--- src/rtl/slot_pkg.sv ---
// Shared constants, types and the saturating credit update for the slot-machine controller.
package slot_pkg;

  localparam int unsigned CREDIT_W   = 8;
  localparam int unsigned REEL_W     = 3;
  localparam int unsigned BET        = 1;
  localparam int unsigned PAY_PAIR   = 2;
  localparam int unsigned PAY_TRIPLE = 10;
  localparam int unsigned PAY_JACK   = 50;
  localparam int unsigned JACK_SYM   = 7;
  localparam int unsigned TIMEOUT    = 15;
  localparam int unsigned TIMER_W    = 4;

  typedef logic [CREDIT_W-1:0] credit_t;
  typedef logic [REEL_W-1:0]   reel_t;
  typedef logic [TIMER_W-1:0]  timer_t;

  typedef enum logic [2:0] {
    StIdle,
    StSpin,
    StEval,
    StPay,
    StRelease
  } state_e;

  // base + coin + add - sub, clamped at the register maximum. Callers only subtract
  // when base >= sub, so the result never goes negative.
  function automatic credit_t sat_update(credit_t base, logic coin, credit_t sub, credit_t add);
    logic [CREDIT_W+1:0] sum;
    sum = {2'b00, base} + {{(CREDIT_W + 1){1'b0}}, coin} + {2'b00, add} - {2'b00, sub};
    if (sum > {2'b00, {CREDIT_W{1'b1}}}) begin
      return '1;
    end
    return sum[CREDIT_W-1:0];
  endfunction

endpackage

--- src/rtl/slot_game_ctrl_if.sv ---
// Bundle of the button/counter inputs and status outputs of the slot game controller.
interface slot_game_ctrl_if;
  import slot_pkg::*;

  logic    coin;
  logic    spin;
  logic    compute;
  logic    hold;
  reel_t   reel0;
  reel_t   reel1;
  reel_t   reel2;
  logic    run_game;
  credit_t credits;
  logic    win;
  credit_t payout;
  logic    fault;
  logic    busy;

  modport master (
    output coin, spin, compute, hold, reel0, reel1, reel2,
    input  run_game, credits, win, payout, fault, busy
  );

  modport slave (
    input  coin, spin, compute, hold, reel0, reel1, reel2,
    output run_game, credits, win, payout, fault, busy
  );

endinterface

--- src/rtl/slot_payout_calc.sv ---
// Combinational payout table: three of a kind (jackpot symbol pays most), any pair, or nothing.
module slot_payout_calc
  import slot_pkg::*;
(
  input  reel_t   reel0,
  input  reel_t   reel1,
  input  reel_t   reel2,
  output credit_t payout
);

  always_comb begin
    payout = '0;
    if (reel0 == reel1 && reel1 == reel2) begin
      payout = (reel0 == reel_t'(JACK_SYM)) ? credit_t'(PAY_JACK) : credit_t'(PAY_TRIPLE);
    end else if (reel0 == reel1 || reel1 == reel2 || reel0 == reel2) begin
      payout = credit_t'(PAY_PAIR);
    end
  end

endmodule

--- src/rtl/slot_game_ctrl.sv ---
// Play sequencer: debit on spin, run the reel counter, evaluate and credit payout, then release.
module slot_game_ctrl
  import slot_pkg::*;
(
  input logic             clk,
  input logic             rst_n,
  slot_game_ctrl_if.slave bus
);

  state_e  state_q, state_d;
  credit_t credits_q, credits_d;
  credit_t payout_q, payout_d;
  credit_t calc_payout;
  credit_t credit_sub, credit_add;
  reel_t   reel0_q, reel0_d;
  reel_t   reel1_q, reel1_d;
  reel_t   reel2_q, reel2_d;
  timer_t  timer_q, timer_d;
  logic    run_game_q, run_game_d;
  logic    win_q, win_d;
  logic    fault_q, fault_d;
  logic    can_spin;

  // Eligibility looks at the registered balance only; a same-cycle coin does not count.
  assign can_spin = (credits_q >= credit_t'(BET));

  slot_payout_calc u_payout_calc (
    .reel0  (reel0_q),
    .reel1  (reel1_q),
    .reel2  (reel2_q),
    .payout (calc_payout)
  );

  always_comb begin
    state_d    = state_q;
    timer_d    = timer_q;
    fault_d    = fault_q;
    payout_d   = payout_q;
    reel0_d    = reel0_q;
    reel1_d    = reel1_q;
    reel2_d    = reel2_q;
    credit_sub = '0;
    credit_add = '0;
    win_d      = 1'b0;

    case (state_q)
      StIdle: begin
        if (bus.spin && can_spin) begin
          credit_sub = credit_t'(BET);
          timer_d    = '0;
          state_d    = StSpin;
        end
      end
      StSpin: begin
        if (bus.compute) begin
          reel0_d = bus.reel0;
          reel1_d = bus.reel1;
          reel2_d = bus.reel2;
          state_d = StEval;
        end else if (timer_q == timer_t'(TIMEOUT)) begin
          // Counter never settled: give the bet back and flag it permanently.
          credit_add = credit_t'(BET);
          fault_d    = 1'b1;
          state_d    = StRelease;
        end else begin
          timer_d = timer_q + 1'b1;
        end
      end
      StEval: begin
        payout_d = calc_payout;
        win_d    = (calc_payout != '0);
        state_d  = StPay;
      end
      StPay: begin
        credit_add = payout_q;
        state_d    = StRelease;
      end
      StRelease: begin
        if (!bus.hold) begin
          state_d = StIdle;
        end
      end
      default: state_d = StIdle;
    endcase

    credits_d  = sat_update(credits_q, bus.coin, credit_sub, credit_add);
    run_game_d = (state_d == StSpin) || (state_d == StEval) || (state_d == StPay);
  end

  always_ff @(posedge clk or negedge rst_n) begin
    if (!rst_n) begin
      state_q    <= StIdle;
      credits_q  <= '0;
      payout_q   <= '0;
      reel0_q    <= '0;
      reel1_q    <= '0;
      reel2_q    <= '0;
      timer_q    <= '0;
      run_game_q <= 1'b0;
      win_q      <= 1'b0;
      fault_q    <= 1'b0;
    end else begin
      state_q    <= state_d;
      credits_q  <= credits_d;
      payout_q   <= payout_d;
      reel0_q    <= reel0_d;
      reel1_q    <= reel1_d;
      reel2_q    <= reel2_d;
      timer_q    <= timer_d;
      run_game_q <= run_game_d;
      win_q      <= win_d;
      fault_q    <= fault_d;
    end
  end

  assign bus.run_game = run_game_q;
  assign bus.credits  = credits_q;
  assign bus.win      = win_q;
  assign bus.payout   = payout_q;
  assign bus.fault    = fault_q;
  assign bus.busy     = (state_q != StIdle);

endmodule

--- src/flat_wrapper.sv ---
// flat-port wrapper written by rule: the top's interface ports become plain ports
module slot_game_ctrl_flat import slot_pkg::*;
  (clk, rst_n, bus_coin, bus_spin, bus_compute, bus_hold, bus_reel0, bus_reel1, bus_reel2, bus_run_game, bus_credits, bus_win, bus_payout, bus_fault, bus_busy);
  slot_game_ctrl_if bus_i ();
  input logic clk;
  input logic rst_n;
  input wire logic [$bits(bus_i.coin)-1:0] bus_coin;
  input wire logic [$bits(bus_i.spin)-1:0] bus_spin;
  input wire logic [$bits(bus_i.compute)-1:0] bus_compute;
  input wire logic [$bits(bus_i.hold)-1:0] bus_hold;
  input wire logic [$bits(bus_i.reel0)-1:0] bus_reel0;
  input wire logic [$bits(bus_i.reel1)-1:0] bus_reel1;
  input wire logic [$bits(bus_i.reel2)-1:0] bus_reel2;
  output wire logic [$bits(bus_i.run_game)-1:0] bus_run_game;
  output wire logic [$bits(bus_i.credits)-1:0] bus_credits;
  output wire logic [$bits(bus_i.win)-1:0] bus_win;
  output wire logic [$bits(bus_i.payout)-1:0] bus_payout;
  output wire logic [$bits(bus_i.fault)-1:0] bus_fault;
  output wire logic [$bits(bus_i.busy)-1:0] bus_busy;
  assign bus_i.coin = bus_coin;
  assign bus_i.spin = bus_spin;
  assign bus_i.compute = bus_compute;
  assign bus_i.hold = bus_hold;
  assign bus_i.reel0 = bus_reel0;
  assign bus_i.reel1 = bus_reel1;
  assign bus_i.reel2 = bus_reel2;
  assign bus_run_game = bus_i.run_game;
  assign bus_credits = bus_i.credits;
  assign bus_win = bus_i.win;
  assign bus_payout = bus_i.payout;
  assign bus_fault = bus_i.fault;
  assign bus_busy = bus_i.busy;
  slot_game_ctrl u_core (.clk(clk), .rst_n(rst_n), .bus(bus_i));
endmodule
--- config.mk ---
export PLATFORM = sky130hd
export DESIGN_NAME = slot_game_ctrl_flat
export DESIGN_NICKNAME = d
export VERILOG_FILES = /design/src/rtl/slot_pkg.sv /design/src/rtl/slot_game_ctrl_if.sv /design/src/rtl/slot_payout_calc.sv /design/src/rtl/slot_game_ctrl.sv /design/src/flat_wrapper.sv
export SDC_FILE = /design/constraint.sdc
export NUM_CORES = 1
export LEC_CHECK = 0
export CORE_MARGIN = 1
export CORE_UTILIZATION = 55
export CTS_BUF_LIST = sky130_fd_sc_hd__clkbuf_8
export CTS_CLUSTER_SIZE = 20
export DETAILED_ROUTE_END_ITERATION = 8
export PLACE_DENSITY = 0.94
export SLEW_MARGIN = 30
export SYNTH_ARGS = -nofsm -noshare
export SYNTH_HDL_FRONTEND = slang
export SYNTH_HIERARCHICAL = 1
export SYNTH_SLANG_ARGS = --single-unit
--- constraint.sdc ---
create_clock -name clk -period 3.9 [get_ports clk]
set_input_delay 0.585 -clock clk [delete_from_list [all_inputs] [get_ports clk]]
set_output_delay 0.585 -clock clk [all_outputs]
set_load 0.01 [all_outputs]
Word-level counts from Yosys, hierarchy flattened
Cells that the tools add are included.
W data, S select, Z words.
{"block": "word_totals", "input_bits": 15, "regBits": 35, "word_cells": 66}
{"block": "op_classes", "order_cmp": 2, "add_sub_neg": 4, "bitwise_logic": 1, "eq_ne": 15, "n_reduce_logical": 13, "mux": 21}
{"operator": "$mux W8", "n": 4}
{"operator": "$pmux W8 S2", "n": 1}
{"operator": "$pmux W3 S5", "n": 1}
{"operator": "$eq A3 B2 Y1 const B", "n": 4}
{"operator": "$mux W3", "n": 4}
{"operator": "$mux W4", "n": 3}
{"operator": "$mux W6", "n": 2}
{"operator": "$add A10 B8 Y10", "n": 1}
{"operator": "$gt A10 B8 Y1 const B", "n": 1}
{"operator": "$sub A10 B8 Y10", "n": 1}
{"operator": "$add A8 B1 Y9", "n": 1}
{"operator": "$eq A3 B3 Y1", "n": 3}
{"operator": "$ge A8 B1 Y1 const B", "n": 1}
{"operator": "$pmux W4 S2", "n": 1}
{"operator": "$reduce_bool A8 Y1", "n": 1}
{"operator": "$eq A3 B1 Y1 const B", "n": 2}
{"operator": "$eq A3 B3 Y1 const B", "n": 2}
{"operator": "$add A4 B1 Y4 const B", "n": 1}
{"operator": "$eq A4 B4 Y1 const B", "n": 1}
{"operator": "$logic_or A1 B1 Y1", "n": 4}
{"operator": "$mux W1", "n": 4}
{"operator": "$ne A2 B2 Y1 const B", "n": 2}
{"operator": "$reduce_and A4 Y1", "n": 1}
{"operator": "$logic_not A3 Y1", "n": 1}
{"operator": "other kinds (8)", "n": 9}

Logic depth before layout (Yosys ltp)
{"block": "depth", "word_depth": 9, "depth_mapped": 12, "depth_no_buf": 12}

Cells and area by module
The synthesis kept the hierarchy.
{"mod": "slot_game_ctrl", "seq_area_each_um2": 875.8, "n_inst": 1, "cells_each": 203, "area_per_inst_um2": 1961.9}
{"mod": "slot_payout_calc", "seq_area_each_um2": 0.0, "n_inst": 1, "cells_each": 22, "area_per_inst_um2": 172.7}

Worst setup path before layout
No wires, ideal clock.
{"block": "synth_timing", "path_kind": "register to register", "start": "register u_core.state_q[1]", "end": "register u_core.credits_q[3] (netlist: u_core/bus.credits[3])", "path_stages_with_launch": 13, "setup_ns": 0.132, "arrival_time_ns": 2.873, "setup_slack_ns": 0.895, "path_cell_list": "dfrtp_1 > buf_6 > or3_4 > a211oi_4 > ha_1 > fa_1 > inv_1 > fa_1 > a211oi_2 > o21ai_1 > a311oi_1 > a31o_2 > o22ai_1"}
{"block": "synth_via", "elab_chain_len": 7}
{"element": "from (decl)", "line_no": "slot_game_ctrl.sv:10", "source": "state_e state_q, state_d;"}
{"element": "from (signal assigned)", "line_no": "slot_game_ctrl.sv:92", "source": "state_q <= StIdle;"}
{"element": "from (signal assigned)", "line_no": "slot_game_ctrl.sv:103", "source": "state_q <= state_d;"}
{"element": "$eq A3 B2 Y1 / $eq A3 B1 Y1 (equally long branches)", "line_no": "slot_game_ctrl.sv:46", "source": "case (state_q)"}
{"element": "$pmux W8 S2", "line_no": "slot_game_ctrl.sv:46"}
{"element": "$add A10 B8 Y10", "line_no": "slot_pkg.sv:30", "source": "sum = {2'b00, base} + {{(CREDIT_W + 1){1'b0}}, coin} + {2'b00, add} - {2'b00, sub};"}
{"element": "$sub A10 B8 Y10 (*)", "line_no": "slot_pkg.sv:30"}
{"element": "$gt A10 B8 Y1", "line_no": "slot_pkg.sv:31", "source": "if (sum > {2'b00, {CREDIT_W{1'b1}}}) begin"}
{"element": "$mux W1", "line_no": "slot_pkg.sv:31"}
{"element": "$mux W8 (*)", "line_no": "slot_pkg.sv:34", "source": "return sum[CREDIT_W-1:0];"}
{"element": "via u_core.credits_d[3]", "line_no": "slot_game_ctrl.sv:11", "source": "credit_t credits_q, credits_d;"}
{"element": "to (signal assigned)", "line_no": "slot_game_ctrl.sv:104", "source": "credits_q <= credits_d;"}
{"element": "to (decl)", "line_no": "slot_game_ctrl.sv:11"}
The timed path passes the listed nets; every way through them passes the cells marked *.
A chain may end at the register's enable or synchronous reset.

Worst setup path after layout
{"block": "layout_timing", "start": "register u_core.credits_q[2] (netlist: u_core/bus.credits[2])", "end": "register u_core.credits_q[1] (netlist: u_core/bus.credits[1])"}
{"block": "layout_via", "elab_chain_len": 8}
{"element": "parallel branches: the longest is 4 deep, another holds $add A10 B8 Y10"}
{"element": "$sub A10 B8 Y10 (*)", "line_no": "slot_pkg.sv:30"}
{"element": "$gt A10 B8 Y1", "line_no": "slot_pkg.sv:31"}
{"element": "$mux W1", "line_no": "slot_pkg.sv:31"}
{"element": "$mux W8 (*)", "line_no": "slot_pkg.sv:34"}
{"element": "via u_core.credits_d[1]", "line_no": "slot_game_ctrl.sv:11"}
Mark *: on every way through the listed nets, which the timed path passes.

==> impl_metrics.tcl <==
set metrics [dict create \
    grt_overflow 0 \
    fin_crit_sh_pct 85.48 \
    synthCells 225 \
    core_um2 3689 \
    port_buffers 34 \
    multi_input_area_um2 1111 \
    wire_per_inst_um 13.90 \
    grt.total_usage_pct 24.68 \
    yosys_warnings 6 \
    die_h_um 64.30 \
    cts_sinks 35 \
    cts_hold_buffers 0 \
    yosys.area.top_type "dfrtp_1" \
    power_density_nw_per_um2 861.8 \
    worst_pin_slew_ps 600.6 \
    clk_latency_ps 290 \
    rsz0062_at_grt "no" \
    reg2reg_depth 11 \
    cts_root_buffer "clkbuf_8" \
    clock_power_share_pct 11.4 \
    path_clk_slew_ps 70 \
    power_switching_w 0.0009555 \
    async_reset_ff_share_pct 100.0 \
    r2r-end "u_core/bus.credits[1]" \
    drv_cap 0 \
    num_rows 22 \
    max-vdd-ir-drop_uv 423.5 \
    p_int_w 0.001263 \
    yosysMostFrequentCell "nand2_1" \
    regArea_um2 875.8 \
    path_max_fanout 7 \
    via_count 1683 \
    synth_ff_type "dfrtp_1" \
    post_cts_buffers 0 \
    post-dp-hpwl_um 3340 \
    ys_seq_area_share_pct 41.03 \
    fin_tns_setup_ps 0 \
    vias_per_cell 5.447 \
    hold_viol 0 \
    grt_max_degree 36 \
    synth_common_cells "40 x nand2_1, 35 x dfrtp_1, 25 x inv_1" \
    cts_resized 0 \
    post_dp_cell_area_um2 2489 \
    hold_path_class "register to register" \
    drtPass1Iterations 4 \
    cts_tree "built" \
    first_global_vias 1705 \
    drt_first_iter_violations 75 \
    hp-start "u_core/bus.fault" \
    leakagePower_nw 1.230 \
    routabilityCongestion 0.8951 \
    hold_path_end "u_core/bus.fault" \
    die_w_um 64.30 \
    ioPinCount 35 \
    drt-total-wl_um 4295 \
    setup_viol 0 \
    fillers 294 \
    max_freq_mhz 300.0 \
    cts.htree.levels 2 \
    pwr-share-seq_pct 29.9 \
    final_cell_area_um2 2574 \
    dieArea_um2 4134 \
    antenna_found_initial 0 \
    cp.required_ps 4110 \
    critPathArrivalTime_ps 3540 \
    drc 0 \
    crit_type "register to register" \
    ys_types 46 \
    grt_pass1_wl_um 7645 \
    finalMaxSlewViolations 0 \
    initial_core_util_pct 57.87 \
    reg2reg_from "u_core/bus.credits[2]" \
    drive_above_1_share_pct 6.513 \
    ys_ff_latch 35 \
    fin_crit_ps 3334 \
    tritoncts.num_buffers 5 \
    n_antenna_cell 0 \
    p_sw_share_pct 43.08 \
    reg2reg_slack_ps 570 \
    slew_headroom_pct 59.59 \
    synth_top_area_share_pct 41.03 \
    synth.cell_area_um2 2135 \
    synth_edf_count 0 \
    worstSetupEndpointType "register" \
    comb_power_share_pct 58.8 \
    cts_max_path_buffers 2 \
    yosys-top-cells-area "dfrtp_1 41%, ha_1 9.4%, nand2_1 7.0%" \
    postRouteAntennaNets 0 \
    syn2layout_area_growth_pct 20.57 \
    start_kind "register" \
    fin_worst_skew_ps 5.000 \
    fin_nets 293 \
    syn_area_per_cell_um2 9.487 \
    hold_depth 1 \
    status "complete, no violations" \
]
[how the worst max path moves through the flow]
stage / from / to / slack [ps] / cells past startpoint
floorplan: u_core/state_q[1] / u_core/bus.credits[3] / 890 / 12
global placement: bus_spin / u_core/bus.credits[3] / 620 / 12
detailed placement: bus_spin / u_core/bus.credits[5] / 520 / 12
CTS: u_core/bus.credits[2] / u_core/bus.credits[5] / 590 / 11
global route: u_core/bus.credits[2] / u_core/bus.credits[1] / 360 / 11
finish: u_core/bus.credits[2] / u_core/bus.credits[1] / 570 / 11
[power by group through the flow]
stage | logic, W | registers, W | clock network (W)
after floorplan | 0.000923 | 0.000658 | 0
after global placement | 0.00123 | 0.000660 | 0
after detailed placement | 0.00128 | 0.000670 | 0
after CTS | 0.00130 | 0.000663 | 0.000259
after global routing | 0.00146 | 0.000685 | 0.000275
final | 0.00130 | 0.000662 | 0.000252
[routing by layer]
layer	vias up	track usage (%)	part of all wire, %
li1	809	-	-
met1	797	32.18	42
met2	62	38.29	48
met3	15	5.714	6.8
met4	0	12.22	3.0
met5	-	0	0
[critical path, cell delays in order (launching register included)]
cell and delay, ps:
dfrtp_1 420, nor4_1 580, a211oi_4 170, ha_1 340, fa_1 200, inv_1 60
fa_1 430, a211oi_2 270, o21ai_1 140, and3_1 200, a31o_2 280, o21bai_1 170
[cells by family after synthesis]
logic type	after synthesis	share of synthesized area, %
adder cells (fa/ha/maj)	18	11.25
XOR/XNOR	15	6.154
other	1	0.1757
multiplexers	10	5.276
flip-flops	35	41.03
buffers and inverters	35	7.444
AND/OR/NAND/NOR	78	17.82
AO/OA/AOI/OAI	33	10.84
[registers in the layout, summed over array words and instances (netlist names)]
name and flops:
u_core/timer_q 4, u_core/bus.payout 8, u_core/bus.credits 8, u_core/reel1_q 3, u_core/reel2_q 3, u_core/bus.win 1
u_core/bus.run_game 1, u_core/bus.fault 1, u_core/state_q 3, u_core/reel0_q 3
[cell usage in the layout (no fill, tap or decap), drive strengths merged, types with 2 or more instances in the layout]
cell type / netlist / layout
xor2: 5 / 5
clkdlybuf4s50: 0 / 34
nor3b: 2 / 2
and2: 4 / 4
nor3: 4 / 4
o21bai: 2 / 2
inv: 25 / 26
a211oi: 4 / 4
fa: 2 / 2
nor4: 4 / 4
o21a: 3 / 3
nand2b: 3 / 3
nand2: 40 / 40
o22ai: 3 / 3
clkbuf: 3 / 5
o21ai: 8 / 8
xnor2: 10 / 10
conb: 1 / 4
o31ai: 2 / 2
a21oi: 5 / 5
ha: 16 / 16
a21o: 2 / 2
nor2: 9 / 9
nand3: 6 / 6
dfrtp: 35 / 35
mux2: 10 / 10
[layout make-up]
cell class / instances / area share (%)
tap: 48 / 2.333
clock inverter: 3 / 0.6320
clock buffer: 5 / 2.674
timing repair buffer: 35 / 13.51
sequential: 35 / 34.03
multi-input combinational: 158 / 43.17
inverter: 25 / 3.646
[through the flow]
stage	power, W	hold slack [ps]	util (%)	setup slack (ps)	instances
6_report	0.002218	464.0	69.78	566.4	309
5_1_grt	0.002416	494.7	69.78	359.3	309
4_1_cts	0.002221	471.6	69.78	593.2	309
3_5_place_dp	0.001953	455.0	67.47	518.1	301
3_3_place_gp	0.001894	444.9	67.47	624.2	301
2_1_floorplan	0.001581	289.4	-	894.6	228
Note: power is estimated with default switching activity, not from simulation.
